$ cat config.mk
export PLATFORM = sky130hd
export DESIGN_NAME = rocc_dispatch
export DESIGN_NICKNAME = d
export VERILOG_FILES = /design/src/rtl/ariane_pkg.sv /design/src/rtl/rocc_cmd_fifo.sv /design/src/rtl/rocc_dispatch.sv
export SDC_FILE = /design/constraint.sdc
export NUM_CORES = 1
export LEC_CHECK = 0
export ABC_AREA = 1
export CAP_MARGIN = 5
export CORE_AREA = 2 2 208 210
export DETAILED_ROUTE_END_ITERATION = 6
export DIE_AREA = 0 0 210 212
export DONT_BUFFER_PORTS = 1
export SKIP_CTS_REPAIR_TIMING = 1
export SLEW_MARGIN = 20
export SYNTH_ARGS = -nofsm -noshare
export SYNTH_HDL_FRONTEND = slang
export SYNTH_SLANG_ARGS = --single-unit
$ cat constraint.sdc
create_clock -name clk_i -period 29.9 [get_ports clk_i]
set_input_delay 5.98 -clock clk_i [delete_from_list [all_inputs] [get_ports clk_i]]
set_output_delay 5.98 -clock clk_i [all_outputs]
set_load 0.005 [all_outputs]
$ cat src/rtl/ariane_pkg.sv
// Shared types for the RoCC dispatcher: command bundle and tag width.
// Optional perf counters in rocc_dispatch are enabled by ROCC_DISPATCH_PERF_EN.
package ariane_pkg;

  localparam int unsigned TRANS_ID_BITS = 3;

  typedef struct packed {
    logic [31:0]              instr;
    logic [63:0]              rs1;
    logic [63:0]              rs2;
    logic [TRANS_ID_BITS-1:0] trans_id;
  } rocc_cmd_t;

  // xd: the instruction expects a destination-register response
  function automatic logic rocc_xd(input logic [31:0] instr);
    return instr[14];
  endfunction

endpackage

$ cat src/rtl/rocc_cmd_fifo.sv
// Power-of-two command FIFO holding rocc_cmd_t entries.
// Flush empties it in one cycle; push when full and pop when empty are ignored.
module rocc_cmd_fifo
  import ariane_pkg::*;
#(
  parameter int unsigned DEPTH = 2
) (
  input  logic      clk_i,
  input  logic      rst_i,
  input  logic      flush_i,
  input  logic      push_i,
  input  rocc_cmd_t data_i,
  input  logic      pop_i,
  output rocc_cmd_t data_o,
  output logic      full_o,
  output logic      empty_o
);

  localparam int unsigned AW = $clog2(DEPTH);

  rocc_cmd_t      mem [DEPTH];
  logic [AW:0]    wr_ptr;
  logic [AW:0]    rd_ptr;

  assign empty_o = (wr_ptr == rd_ptr);
  assign full_o  = (wr_ptr[AW] != rd_ptr[AW]) &&
                   (wr_ptr[AW-1:0] == rd_ptr[AW-1:0]);
  assign data_o  = mem[rd_ptr[AW-1:0]];

  always_ff @(posedge clk_i) begin
    if (rst_i || flush_i) begin
      wr_ptr <= '0;
      rd_ptr <= '0;
    end else begin
      if (push_i && !full_o)
        wr_ptr <= wr_ptr + 1'b1;
      if (pop_i && !empty_o)
        rd_ptr <= rd_ptr + 1'b1;
    end
  end

  always_ff @(posedge clk_i) begin
    if (push_i && !full_o)
      mem[wr_ptr[AW-1:0]] <= data_i;
  end

endmodule

$ cat src/rtl/rocc_dispatch.sv
// RoCC dispatcher: command FIFO, in-order response tag queue, flush drain FSM.
// Define ROCC_DISPATCH_PERF_EN to build the command/stall performance counters.
module rocc_dispatch
  import ariane_pkg::*;
#(
  parameter int unsigned CMD_DEPTH = 2,
  parameter int unsigned MAX_OUT   = 4
) (
  input  logic                     clk_i,
  input  logic                     rst_i,
  input  logic                     flush_i,
  input  logic                     rocc_valid_i,
  output logic                     rocc_ready_o,
  input  logic [31:0]              rocc_instr_i,
  input  logic [63:0]              rs1_i,
  input  logic [63:0]              rs2_i,
  input  logic [TRANS_ID_BITS-1:0] trans_id_i,
  output logic                     cmd_valid_o,
  input  logic                     cmd_ready_i,
  output logic [31:0]              cmd_instr_o,
  output logic [63:0]              cmd_rs1_o,
  output logic [63:0]              cmd_rs2_o,
  input  logic                     resp_valid_i,
  output logic                     resp_ready_o,
  input  logic [63:0]              resp_data_i,
  output logic                     wb_valid_o,
  output logic [63:0]              wb_data_o,
  output logic [TRANS_ID_BITS-1:0] wb_trans_id_o,
  output logic                     busy_o,
  output logic [31:0]              perf_cmd_o,
  output logic [31:0]              perf_stall_o
);

  localparam logic [0:0] RUN   = 1'b0;
  localparam logic [0:0] DRAIN = 1'b1;

  localparam int unsigned CW = $clog2(MAX_OUT + 1);
  localparam int unsigned PW = (MAX_OUT > 1) ? $clog2(MAX_OUT) : 1;

  logic [0:0]   state, state_nxt;
  logic         armed;
  logic         run;
  logic         fifo_full, fifo_empty;
  logic         push, cmd_fire, resp_fire;
  logic         head_xd, tag_push, tag_pop;
  logic         nx_pend;
  logic [CW-1:0] out_cnt, out_cnt_nxt;
  logic [PW-1:0] tag_wr, tag_rd;
  logic [TRANS_ID_BITS-1:0] nx_tag;
  logic [TRANS_ID_BITS-1:0] tag_q [MAX_OUT];
  rocc_cmd_t    in_cmd, head;

  function automatic logic [PW-1:0] ptr_inc(input logic [PW-1:0] p);
    return (p == PW'(MAX_OUT - 1)) ? '0 : p + 1'b1;
  endfunction

  assign in_cmd = '{instr: rocc_instr_i, rs1: rs1_i,
                    rs2: rs2_i, trans_id: trans_id_i};

  rocc_cmd_fifo #(.DEPTH(CMD_DEPTH)) u_fifo (
    .clk_i   (clk_i),
    .rst_i   (rst_i),
    .flush_i (flush_i),
    .push_i  (push),
    .data_i  (in_cmd),
    .pop_i   (cmd_fire),
    .data_o  (head),
    .full_o  (fifo_full),
    .empty_o (fifo_empty)
  );

  // armed keeps both ready outputs low in the first cycle out of reset
  assign run          = (state == RUN);
  assign head_xd      = rocc_xd(head.instr);
  assign rocc_ready_o = armed && run && !fifo_full && !flush_i;
  assign push         = rocc_valid_i && rocc_ready_o;
  assign cmd_valid_o  = run && !fifo_empty &&
                        !(head_xd && out_cnt == CW'(MAX_OUT));
  assign cmd_fire     = cmd_valid_o && cmd_ready_i;
  assign cmd_instr_o  = cmd_valid_o ? head.instr : '0;
  assign cmd_rs1_o    = cmd_valid_o ? head.rs1 : '0;
  assign cmd_rs2_o    = cmd_valid_o ? head.rs2 : '0;
  assign resp_ready_o = armed && (run ? !nx_pend : 1'b1);
  assign resp_fire    = resp_valid_i && resp_ready_o;
  assign tag_push     = cmd_fire && head_xd;
  assign tag_pop      = resp_fire && (out_cnt != '0);
  assign out_cnt_nxt  = out_cnt + CW'(tag_push) - CW'(tag_pop);
  assign busy_o       = !fifo_empty || (out_cnt != '0) ||
                        nx_pend || (state == DRAIN);

  always_comb begin
    wb_valid_o    = 1'b0;
    wb_data_o     = '0;
    wb_trans_id_o = '0;
    if (run && nx_pend) begin
      wb_valid_o    = 1'b1;
      wb_trans_id_o = nx_tag;
    end else if (run && tag_pop) begin
      wb_valid_o    = 1'b1;
      wb_data_o     = resp_data_i;
      wb_trans_id_o = tag_q[tag_rd];
    end
  end

  always_comb begin
    state_nxt = state;
    unique case (1'b1)
      (state == RUN):
        if (flush_i && out_cnt_nxt != '0) state_nxt = DRAIN;
      (state == DRAIN):
        if (out_cnt_nxt == '0) state_nxt = RUN;
      default: state_nxt = RUN;
    endcase
  end

  always_ff @(posedge clk_i) begin
    if (rst_i) begin
      state   <= RUN;
      armed   <= 1'b0;
      out_cnt <= '0;
      tag_wr  <= '0;
      tag_rd  <= '0;
      nx_pend <= 1'b0;
      nx_tag  <= '0;
    end else begin
      state   <= state_nxt;
      armed   <= 1'b1;
      out_cnt <= out_cnt_nxt;
      if (tag_push) tag_wr <= ptr_inc(tag_wr);
      if (tag_pop)  tag_rd <= ptr_inc(tag_rd);
      if (flush_i) begin
        nx_pend <= 1'b0;
      end else if (cmd_fire && !head_xd) begin
        nx_pend <= 1'b1;
        nx_tag  <= head.trans_id;
      end else if (run) begin
        nx_pend <= 1'b0;
      end
    end
  end

  always_ff @(posedge clk_i) begin
    if (tag_push) tag_q[tag_wr] <= head.trans_id;
  end

`ifdef ROCC_DISPATCH_PERF_EN
  logic [31:0] perf_cmd_q, perf_stall_q;

  always_ff @(posedge clk_i) begin
    if (rst_i) begin
      perf_cmd_q   <= '0;
      perf_stall_q <= '0;
    end else begin
      if (cmd_fire) perf_cmd_q <= perf_cmd_q + 1'b1;
      if (cmd_valid_o && !cmd_ready_i)
        perf_stall_q <= perf_stall_q + 1'b1;
    end
  end

  assign perf_cmd_o   = perf_cmd_q;
  assign perf_stall_o = perf_stall_q;
`else
  assign perf_cmd_o   = '0;
  assign perf_stall_o = '0;
`endif

endmodule

==> metrics.txt <==
commonest cells in the netlist 419 x nand2_1, 338 x edfxtp_1, 100 x a21oi_2; WL final 39.1 mm; setup tns final 0 ns; Max-slew headroom 0.314; Worst EP required about 24 ns; Critical Path End Type output pin; Vias per Instance between 4 and 5; clk buf depth 3; Post-synth ARST share 0; die area ~0.045 mm²; r2r worst-path depth 14; DR iter-0 viols 545; Worst setup endpoint wb_trans_id_o[2]; YS warnings 0; Crit path arrival time 7.37 ns; Layout Nets 1,483; Ports between 500 and 600; sequential area share after synthesis 0.699; TritonRoute pass-1 iters 5; vias in the first global route 8,543; cell breakdown of the critical path nand3_2 -> buf_4 -> inv_1 -> nand2_1 -> o22ai_1; Cells after Synth 1,260; final-report max-slew violation count 0; ANT nets after route 0; status complete, no violations; fillers 3,971; hold wc startpoint nx_tag[0]; clk sinks 358; fraction of layout cells with a size suffix above 1 0.144; Period Utilization, post-route 0.446; Root Buffer clkbuf_16; count of non-filler cells in the finished layout 1,816; syn avg cell area 12.0 µm²; largest net degree at the start of global routing 165; Setup-failing EPs final 0; RePlAce Congestion 0.871; area delta synth->final 9.18%; slowest stage cell on the critical path buf_4; first-pass GRT wire length 54.2 mm; core area 0.0425 mm²; max-cap violation count 0; post-detail-place hpwl 25.9 mm; Die Wd 210 µm; count leader, synth nand2_1; placed cells around 1,700; Die Y-Extent 212 µm; Final Critical Period 13.35 ns; CP max FO 38; H-tree levels 2; unique cell type count in the Yosys netlist 35; Worst Setup Start Kind input port; Cell Area, Synth 0.0151 mm²; fmax between 0.07 and 0.08 GHz; Multi-input gate area approximately 0.0038 mm²; pwr/cell area 67.8 mW/mm²; dominant cells by area after synthesis edfxtp_1 67%, nand2_1 10%, a21oi_2 5.8%; GRT Overall Usage 0.166; CTS tree yes; Crit Path Class input port to output pin; antenna violations before repair 5; routed via count 8,958; clock slew at reported path FFs 0.05 ns; Tightest Pin Transition 1.03 ns; per-cell routed wire length ~22 µm; unrepaired setup endpoints after global routing false; VDD IR max 0.0525 mV; DRC violation count after routing 0; Starting Density 0.355; Top FF cell, synth edfxtp_1; hold crit path type register to register; PortBufs 0; Synth top area share 0.672; number of synthesized flops with an enable pin between 300 and 400; Seq. cell area between 0.01 and 0.015 mm²; Pleak 5.80 nW; Clock Skew between 0.01 and 0.015 ns; R2R setup slack 26.47 ns; number of CTS-inserted buffers 39; Final Hold Fails 0; flops & latches, synth about 360; largest area contributor in the netlist edfxtp_1; crit path launch resp_valid_i; gr ovfl total 0; r2r endpoint state; Critical Path Max Stage Delay approximately 0.46 ns; Core Rows 76; later-pin clock latency in the skew report around 0.54 ns
[through the flow]
stage / hold slack [ns] / setup WS [ns] / area (µm²) / power [mW] / util
after floorplan: 0.448 / 16.09 / 15300 / 0.667 / -
after global placement: 0.486 / 16.58 / 15300 / 0.692 / 0.360
after detailed placement: 0.510 / 16.51 / 15300 / 0.693 / 0.360
after CTS: 0.521 / 16.51 / 16400 / 1.13 / 0.387
after global routing: 0.550 / 16.38 / 16500 / 1.16 / 0.388
final: 0.522 / 16.55 / 16500 / 1.12 / 0.388
[registers in the layout, summed over array words and instances, names as in the netlist, named ones only]
name,count
tag_wr,2
nx_pend,1
u_fifo.wr_ptr,2
u_fifo.rd_ptr,2
armed,1
tag_q,12
state,1
tag_rd,2
out_cnt,3
nx_tag,3
u_fifo.mem,326
[metal layers]
layer  wire length (µm)  vias up  global-route usage  part of all wire
met3               3840       82              0.0654             0.098
met1              13000     4318               0.166              0.33
met5                 41        -                   0            0.0010
met4               1710        6              0.0905             0.044
li1                   -     4108                   -                 -
met2              20500      444               0.297              0.52
[worst max-delay path, delay by kind of cell]
family	cells	cell delay [ns]
and+or+nand+nor	2	0.57
buffers and inverters	2	0.59
AOI/OAI and AO/OA	1	0.22
[worst min-delay path by stage]
stage / end / cells past startpoint / slack, ns
2_1_floorplan: nx_pend / 2 / 0.45
3_3_place_gp: tag_rd[1] / 2 / 0.49
3_5_place_dp: nx_tag[0] / 4 / 0.51
4_1_cts: nx_tag[0] / 4 / 0.52
5_1_grt: nx_pend / 2 / 0.55
6_report: nx_tag[0] / 4 / 0.52
[final cells by class]
class,instances,share of cell area
Clock buffer,51,0.0645
Clock inverter,16,0.00547
Inverter,42,0.00987
Multi-Input combinational cell,792,0.230
Antenna cell,2,0.000304
Timing Repair Buffer,9,0.00759
Tap cell,546,0.0415
Sequential cell,358,0.640
[where the power goes]
group	leakage (nW)	internal, mW	total [mW]	switching (mW)
Clock	0.551	0.250	0.436	0.186
Combinational	2.02	0.0227	0.107	0.0846
Sequential	3.23	0.568	0.574	0.00562
Total	5.80	0.841	1.12	0.276
[placed cells by master (no fill, tap or decap), types with 6 or more instances in the layout]
cell         n
conb_1      64
nand2_1    419
a21oi_1     64
a21oi_2    100
edfxtp_1   338
dfxtp_1     19
ha_1         7
inv_1       35
nor2_1      94
clkbuf_16   41
clkbuf_1    10
inv_2        6
clkinv_1     6
[logic make-up after synthesis]
| kind of cell | Yosys count | synth area share |
|---|---|---|
| buffers and inverters | 173 | 0.0667 |
| adder cells (fa/ha/maj) | 8 | 0.00713 |
| flip-flops | 358 | 0.699 |
| AND/OR/NAND/NOR | 537 | 0.139 |
| AO/OA/AOI/OAI | 181 | 0.0865 |
| other | 1 | 0.000248 |
| XOR/XNOR | 2 | 0.00116 |
Note: power is estimated with default switching activity, not from simulation.
